File: src/rtl/pe_pkg.sv
// Shared types and constants for the priority-evaluator scanline sequencer.
// The optional single-fetch path is controlled by the PE_SKIP_FETCH2_EN macro.
package pe_pkg;

    typedef enum logic [2:0] {
        IDLE,
        WAIT_LAYERS,
        ADDR1,
        DATA1,
        ADDR2,
        DATA2,
        EMIT,
        DONE
    } pe_seq_state_t;

    localparam int          NUM_COLS_DEF  = 240;
    localparam logic [7:0]  LAST_COL      = 8'(NUM_COLS_DEF - 1);
    localparam int          VISIBLE_LINES = 160;

    // PRAM is requested only while an address phase is being presented
    function automatic logic is_addr_state(input pe_seq_state_t s);
        return (s == ADDR1) || (s == ADDR2);
    endfunction

endpackage

File: src/rtl/pe_col_counter.sv
// Column index counter for the scanline sequencer: saturates at LAST so the
// evaluator never sees a column beyond the visible width.
module pe_col_counter
    import pe_pkg::*;
#(
    parameter logic [7:0] LAST = LAST_COL
) (
    input  logic       clk,
    input  logic       clear,
    input  logic       load_zero,
    input  logic       inc,
    output logic [7:0] count,
    output logic       at_last
);

    always_ff @(posedge clk) begin
        if (clear || load_zero) begin
            count <= 8'd0;
        end else if (inc && !at_last) begin
            count <= count + 8'd1;
        end
    end

    assign at_last = (count == LAST);

endmodule

File: src/rtl/priority_eval_seq.sv
// Per-scanline sequencer driving the priority evaluator's palette fetch strobes.
// Build option PE_SKIP_FETCH2_EN: skip the second fetch when blend_needed is 0.
//
//   state       | meaning
//   ------------+-----------------------------------------------------
//   IDLE        | waiting for an accepted line_start
//   WAIT_LAYERS | waiting for BG/OBJ layer data of current col
//   ADDR1       | first palette address presented, PRAM requested
//   DATA1       | first palette read data captured
//   ADDR2       | second palette address presented, PRAM requested
//   DATA2       | second palette read data captured
//   EMIT        | pixel offered to the blender
//   DONE        | line finished, line_done pulse
module priority_eval_seq
    import pe_pkg::*;
#(
    parameter int NUM_COLS  = NUM_COLS_DEF,
    parameter int NUM_LINES = VISIBLE_LINES
) (
    input  logic       clk,
    input  logic       clear,
    input  logic       line_start,
    input  logic [7:0] vcount,
    input  logic       layers_valid,
    input  logic       pram_gnt,
    input  logic       pixel_ready,
    input  logic       blend_needed,
    output logic [7:0] col,
    output logic       send_address_1,
    output logic       send_address_2,
    output logic       read_data_1,
    output logic       read_data_2,
    output logic       pram_req,
    output logic       pixel_valid,
    output logic       line_done,
    output logic       busy,
    output logic       overrun
);

    localparam logic [7:0] COL_LAST     = 8'(NUM_COLS - 1);
    localparam logic [8:0] LINES_LIMIT  = 9'(NUM_LINES);

    pe_seq_state_t state;
    pe_seq_state_t next_state;

    logic line_ok;
    logic col_load;
    logic col_inc;
    logic col_at_last;

`ifndef PE_SKIP_FETCH2_EN
    logic unused_blend;
    assign unused_blend = blend_needed;
`endif

    assign line_ok = ({1'b0, vcount} < LINES_LIMIT);

    always_ff @(posedge clk) begin
        if (clear) begin
            state   <= IDLE;
            overrun <= 1'b0;
        end else begin
            state <= next_state;
            // Any line_start outside IDLE (DONE included) is dropped and flagged
            if (line_start && (state != IDLE)) begin
                overrun <= 1'b1;
            end
        end
    end

    always_comb begin
        next_state     = state;
        send_address_1 = 1'b0;
        send_address_2 = 1'b0;
        read_data_1    = 1'b0;
        read_data_2    = 1'b0;
        pixel_valid    = 1'b0;
        line_done      = 1'b0;
        col_load       = 1'b0;
        col_inc        = 1'b0;

        unique case (state)
            IDLE: begin
                if (line_start && line_ok) begin
                    col_load   = 1'b1;
                    next_state = WAIT_LAYERS;
                end
            end
            WAIT_LAYERS: begin
                if (layers_valid) begin
                    next_state = ADDR1;
                end
            end
            ADDR1: begin
                send_address_1 = 1'b1;
                if (pram_gnt) begin
                    next_state = DATA1;
                end
            end
            DATA1: begin
                read_data_1 = 1'b1;
`ifdef PE_SKIP_FETCH2_EN
                next_state = blend_needed ? ADDR2 : EMIT;
`else
                next_state = ADDR2;
`endif
            end
            ADDR2: begin
                send_address_2 = 1'b1;
                if (pram_gnt) begin
                    next_state = DATA2;
                end
            end
            DATA2: begin
                read_data_2 = 1'b1;
                next_state  = EMIT;
            end
            EMIT: begin
                pixel_valid = 1'b1;
                if (pixel_ready) begin
                    if (col_at_last) begin
                        next_state = DONE;
                    end else begin
                        col_inc    = 1'b1;
                        next_state = WAIT_LAYERS;
                    end
                end
            end
            DONE: begin
                line_done  = 1'b1;
                next_state = IDLE;
            end
            default: begin
                next_state = IDLE;
            end
        endcase
    end

    assign pram_req = is_addr_state(state);
    assign busy     = (state != IDLE);

    pe_col_counter #(
        .LAST (COL_LAST)
    ) u_col_counter (
        .clk       (clk),
        .clear     (clear),
        .load_zero (col_load),
        .inc       (col_inc),
        .count     (col),
        .at_last   (col_at_last)
    );

endmodule

File: config.mk
export PLATFORM = sky130hd
export DESIGN_NAME = priority_eval_seq
export DESIGN_NICKNAME = d
export VERILOG_FILES = /design/src/rtl/pe_pkg.sv /design/src/rtl/pe_col_counter.sv /design/src/rtl/priority_eval_seq.sv
export SDC_FILE = /design/constraint.sdc
export NUM_CORES = 1
export LEC_CHECK = 0
export CAP_MARGIN = 20
export CORE_MARGIN = 3
export CORE_UTILIZATION = 38
export DETAILED_ROUTE_END_ITERATION = 10
export GPL_ROUTABILITY_DRIVEN = 0
export PLACE_DENSITY = 0.7
export SETUP_SLACK_MARGIN = 0.4
export SYNTH_ARGS = -nofsm -noshare
export SYNTH_HDL_FRONTEND = slang
export SYNTH_SLANG_ARGS = --single-unit
File: constraint.sdc
create_clock -name clk -period 1.4 [get_ports clk]
set_input_delay 0.14 -clock clk [delete_from_list [all_inputs] [get_ports clk]]
set_output_delay 0.14 -clock clk [all_outputs]
set_load 0.01 [all_outputs]
==> impl_metrics.py <==
metrics = {
    "synthesis": {
        "synth_top_area_share": 0.2940,
        "ys_top_cells_by_count": "12 x dfxtp_1, 10 x nor2_1, 10 x o21ai_1",
        "yosys_most_used_dff": "dfxtp_1",
        "synthDistinctLibCells": 37,
        "synthesis.nets": 118,
        "yosys.area.top_type": "dfxtp_1",
        "synthTopCellsByArea": "dfxtp_1 29%, mux2i_1 6.1%, o21ai_1 6.1%, nor2_1 4.6%, nor2b_1 4.6%",
        "synth-seq-cells": 12,
        "yosysMostFrequentCell": "dfxtp_1",
        "ys_async_sr_fraction": 0,
        "synth_edf_count": 0,
        "netlist_instances": 102,
        "ys.warnings.count": 0,
        "ys_seq_area_frac": 0.2940,
        "syn_area_um2": 817.0,
        "synth.avg_cell_area_um2": 8.010,
    },
    "critical_path": {
        "worst-path-buf-inv": 2,
        "end_kind": "output pin",
        "max_stage_delay_ns": 0.40,
        "cp.required_ns": 1.26,
        "reg2reg_from": "state[0]",
        "crit_family": "simple AND/OR/NAND/NOR gates",
        "worstReg2RegEnd": "u_col_counter.count[2]",
        "reg2regPathDepth": 4,
        "crit_top_cell": "buf_6",
        "arrival_ns": 1.30,
        "worstPathMaxFanout": 5,
        "path_class": "register to output pin",
        "crit_chain": "buf_6, or3_4, buf_6",
        "slowest_stage": "or3_4",
        "start_kind": "register",
        "regToRegSetupSlack_ns": -0.03,
    },
    "route": {
        "route.vias.total": 989,
        "wire_per_inst_um": 16.37,
        "via_per_inst": 5.556,
        "firstDrtPassIters": 4,
        "remaining_drc_errors": 0,
        "wirelength_mm": 2.913,
        "ant_nets": 0,
        "drtIter0Drc": 21,
    },
    "power_and_ir_drop": {
        "peakVddDrop_mv": 0.6122,
        "powerDensity_mw_per_mm2": 658.1,
        "power_uw": 956.7,
        "p_leak_uw": 0.0006095,
    },
    "final_layout": {
        "multi_input_area_um2": 655.6,
        "fin_nets": 168,
        "antenna_cells": 0,
        "fill_cells": 142,
        "syn_to_final_growth_pct": 77.95,
        "drive_gt1_frac": 0.5894,
        "seq_area_um2": 271.5,
        "finalCoreUtilization": 0.7263,
    },
    "die": {
        "core-area_mm2": 0.002002,
        "die_x_um": 52.37,
        "start_util": 0.4081,
        "ios": 32,
        "rows": 16,
        "die-area_mm2": 0.002743,
        "die_h_um": 52.37,
    },
    "clock_tree": {
        "clk_pin_slew_ns": 0.08,
        "cts-buffers-inserted": 3,
        "cts_tree": "done",
        "root_buffer": "clkbuf_4",
        "htreeDepth": 1,
        "hold_buffers": 0,
        "cts.sinks": 12,
        "clk_latency_ns": 0.28,
        "cts_buffer_depth": 2,
    },
    "global_routing": {
        "antenna_found_initial": 0,
        "gr-total-overflow": 0,
        "first_global_vias": 979,
        "grt_max_degree": 13,
        "grt_pass1_wl_mm": 4.278,
        "grtUsageTotal": 0.2145,
    },
    "timing": {
        "final.period_utilization": 1.026,
        "drv_slew": 0,
        "hold_viol": 0,
        "max_clock_freq_mhz": 695.9,
        "worst_slack_ns": -0.03690,
        "rsz0062_at_grt": "true",
        "slew_headroom": 0.6461,
        "period_minus_slack_ns": 1.437,
        "setup_violations": 9,
        "finalSetupTns_ns": -0.1146,
        "tightest_slew_ns": 0.5308,
        "skew_ns": 0.007187,
        "hold_ws_ns": 0.5066,
    },
    "worst_hold_path": {
        "hold_depth": 2,
        "min_to": "overrun",
        "worstHoldStart": "overrun",
        "hold_class": "register to register",
    },
    "run_status": {
        "outcome": "complete, but fails checks",
        "violations": "negative setup slack",
    },
    "placed_design": {
        "io_buffers": 25,
        "post-place-ws_ns": -0.2252,
        "hpwl_mm": 1.728,
    },
    "flow_run": {
        "maxCapViolCount": 0,
    },
}
routing by layer:
layer,part of all wire,global-route usage
met1,0.40,0.2241
met4,0.027,0.1106
met5,0,0
met2,0.53,0.3781
met3,0.039,0.06838
state kept, by name (all words and copies together) (netlist names):
name / flops
u_col_counter.count: 8
state: 3
overrun: 1
cell type report:
cell class / count / share of cell area
multi-input cells: 80 / 0.4509
repair buffers: 51 / 0.3107
flip-flops and latches: 12 / 0.1867
well taps: 27 / 0.02324
clock buffers: 4 / 0.01807
inverters: 4 / 0.01033
power by group:
group,switching (uW),internal [uW]
Clock,122,111
Combinational,154,199
Sequential,22.8,348
Total,299,658
how the worst max path moves through the flow:
stage / startpoint / end / depth (start not counted)
final: state[0] / busy / 3
after global routing: state[0] / u_col_counter.count[4] / 4
after CTS: state[1] / u_col_counter.count[4] / 4
after detailed placement: line_start / u_col_counter.count[5] / 4
after global placement: line_start / u_col_counter.count[6] / 4
after floorplan: state[0] / u_col_counter.count[7] / 5
placed cells by master, fill, tap and decap left out, types with 2 or more instances in the layout:
cell             netlist  routed
a211oi_2               0       2
a21oi_1                7       2
a21oi_2                0       5
buf_2                  2       6
buf_4                  1      16
buf_6                  2      17
clkbuf_2               0       2
clkbuf_4               0       3
clkdlybuf4s50_1        0       8
dfxtp_2                0       4
dfxtp_4                0       7
inv_1                  4       2
inv_2                  0       2
mux2i_1                5       5
nand2_1                4       3
nand3_1                2       2
nand4_1                2       2
nor2_1                10       7
nor2_2                 0       3
nor2b_1                6       6
o21ai_1               10       9
o21ai_2                0       2
o31a_1                 2       2
o31ai_1                3       2
or3_4                  0       2
or4_4                  0       4
or4b_4                 1       2
worst min-delay path, delay by kind of cell (launching register included):
| kind | cells | cell delay (ns) |
|---|---|---|
| flip-flops | 1 | 0.35 |
| AND/OR/NAND/NOR | 1 | 0.09 |
| AO/OA/AOI/OAI | 1 | 0.04 |
logic make-up after synthesis:
kind of cell	count (synthesis)	share of synthesized area
muxes	5	0.06126
AOI/OAI and AO/OA	31	0.2343
DFF	12	0.2940
buffers and inverters	11	0.07657
adders and majority gates	1	0.01531
and+or+nand+nor	42	0.3185
through the flow:
step,instances,cell area (um2)
5_1_grt,178,1454
4_1_cts,173,1320
6_report,178,1454
3_3_place_gp,162,1195
3_5_place_dp,162,1195
2_1_floorplan,102,852.1
timing repair:
item,4_1_cts,5_1_grt
pin swaps,8,10
gates cloned,1,0
setup endpoints to repair,29,27
resized for setup,81,42
buffers inserted,6,5
No activity file was read; power rests on OpenSTA's default activity.
==> variant: new RTL, same flow settings <==
Put one more register stage on the output `overrun`, without a reset. The value now appears one clock later. The other outputs are not delayed to match.
--- a/src/rtl/priority_eval_seq.sv
+++ b/src/rtl/priority_eval_seq.sv
@@ -41,4 +41,6 @@
     localparam logic [8:0] LINES_LIMIT  = 9'(NUM_LINES);
 
+    logic overrun_s0;
+
     pe_seq_state_t state;
     pe_seq_state_t next_state;
@@ -59,10 +61,10 @@
         if (clear) begin
             state   <= IDLE;
-            overrun <= 1'b0;
+            overrun_s0 <= 1'b0;
         end else begin
             state <= next_state;
             // Any line_start outside IDLE (DONE included) is dropped and flagged
             if (line_start && (state != IDLE)) begin
-                overrun <= 1'b1;
+                overrun_s0 <= 1'b1;
             end
         end
@@ -151,4 +153,8 @@
     );
 
+    always_ff @(posedge clk) begin
+        overrun <= overrun_s0;
+    end
+
 endmodule
 
Function: changed (a bounded check fails within 4 cycles, from zero or initial values).
==> variant against the original RTL <==
Combinational power shrank 11%. The run still ends with negative setup slack left. Setup slack worse by 11 ps. Die area fell by 1.5%. Sequential cell count up 1. First-iteration DRC count decreased by 48%. Final area is 0.78% higher. Critical path type unchanged. Wire length decreased by 2.7%. Power decreased by 0.16%. Critical endpoint is now pram_req. Area after synthesis shrank 1.7%.
==> variant: results (changes against the original RTL) <==
| Metric | Value |
|---|---|
| Status | complete, but fails checks (unchanged) |
| Violated checks | negative setup slack (unchanged) |
| Final Setup Violations | 7 (was 9) |
| Hold path depth | 0 (was 2) |
| Biggest regs | u_col_counter.count x8, state x3 (was u_col_counter.count x8, state x3, overrun x1) |
| Fraction of layout cells with a size suffix above 1 | 0.554 (was 0.589) |
| Total CTS buffers | 3 (unchanged) |
| Setup WS post-layout | -48.0 ps (was -36.9 ps) |
| Post-Route WL | 2830 um (was 2910 um) |
| Crit path launch | state[1]$_SDFFE_PP0P_ (was state[0]$_SDFFE_PP0P_) |
| Number of global-route vias before repair | 937 (was 979) |
| Internal | 664 uW (was 658 uW) |
| Setup slack, reg-to-reg | -40 ps |
| Overall Global Routing Usage | 0.222 (was 0.215) |
| Vias | 982 (was 989) |
| Clock Skew | 6.34 ps (was 7.19 ps) |
| First-pass GRT wire length | 4500 um (was 4280 um) |
| Peak supply drop | 0.613 mV (was 0.612 mV) |
| Min-Delay Startpoint | overrun_s0$_SDFFE_PP0P_ (was overrun$_SDFFE_PP0P_) |
| Filler cell count | 132 (was 142) |
| Critical Path End | pram_req (was busy) |
| Largest net degree at the start of global routing | 12 (was 13) |
| HPWL after DPL | 1620 um (was 1730 um) |
| Top cells by area, synth | dfxtp_1 32%, mux2i_1 6.2%, a21oi_1 5.0% (was dfxtp_1 29%, mux2i_1 6.1%, o21ai_1 6.1%) |
| Lkg Pwr | 0.000636 uW (was 0.000610 uW) |
| Top post-synthesis cells by count | 13 x dfxtp_1, 10 x nor2_1, 8 x a21oi_1, 8 x o21ai_1 (was 12 x dfxtp_1, 10 x nor2_1, 10 x o21ai_1) |
| Cell Area, Placed | 1170 um^2 (was 1190 um^2) |
| Critical path's largest stage delay | 430 ps (was 400 ps) |
| Post-layout net count | 165 (was 168) |
| Syn-to-layout area delta | 82.4% (was 77.9%) |
| Register area share after synthesis | 0.324 (was 0.294) |
| Setup TNS | -235 ps (was -115 ps) |
| Largest register FFs | 8 (unchanged) |
| Post-synthesis async set-or-reset flop share | 0 (unchanged) |
| Yosys cell types | 33 (was 37) |
| Reg2reg start | state[0]$_SDFFE_PP0P_ (unchanged) |
| Crit Reg-Reg Endpoint | u_col_counter.count[3]$_SDFFE_PP0P_ (was u_col_counter.count[2]$_SDFFE_PP0P_) |
| Crit Path Max Fanout | 11 (was 5) |
| Yosys warning total | 0 (unchanged) |
| Post-Syn Nets | 112 (was 118) |
| Initial DRC Count | 11 (was 21) |
| Port Buffers | 25 (unchanged) |
| Hold EP | overrun$_DFF_P_ (was overrun$_SDFFE_PP0P_) |
| Worst path slowest cell | dfxtp_4 (was or3_4) |
| Max-slew headroom | 0.655 (was 0.646) |
==> variant: kinds of logic after synthesis <==
kind of cell,synth area share
AOI/OAI and AO/OA,0.226
adders and majority gates,0.0156
buffers and inverters,0.0545
DFF,0.324
muxes,0.0623
and+or+nand+nor,0.318
==> variant: cell type report <==
class	count	share of cell area
clock buffer	4	0.0179
timing repair buffer	52	0.318
inverter	2	0.00512
sequential	13	0.199
multi-input combinational	77	0.437
tap	27	0.0231
==> variant: per-layer routing <==
metal,wire (um),track usage,vias to the layer above
met1,1220,0.287,482
li1,-,-,464
met3,111,0.0430,2
met2,1490,0.387,34
met4,17,0.0262,0
met5,0,0,-
==> variant: timing repair <==
action / in CTS / in global routing
endpoints found under the setup margin: 29 / 27
setup buffers: 11 / 3
gates cloned: 1 / 0
hold endpoints to repair: 0 / 0
gates resized for setup: 101 / 18
pin swaps: 7 / 3
==> variant: critical path: cells and delay by family (launching register included) <==
family	cells	cell delay, ps
DFF	1	430
buffers and inverters	2	160
and+or+nand+nor	2	440
==> variant: power groups by stage <==
stage	clock, uW	sequential, uW	combinational, uW
floorplan	0	405	149
global placement	0	415	228
detailed placement	0	417	230
CTS	243	404	281
global route	259	410	332
finish	236	406	314
==> variant: stage by stage <==
stage          cells  setup WS, ps  hold WS, ps
2_1_floorplan     96          32.5          277
3_3_place_gp     156          -153          349
3_5_place_dp     156          -207          346
4_1_cts          172         -4.96          373
5_1_grt          175          -109          390
6_report         175         -48.0          369
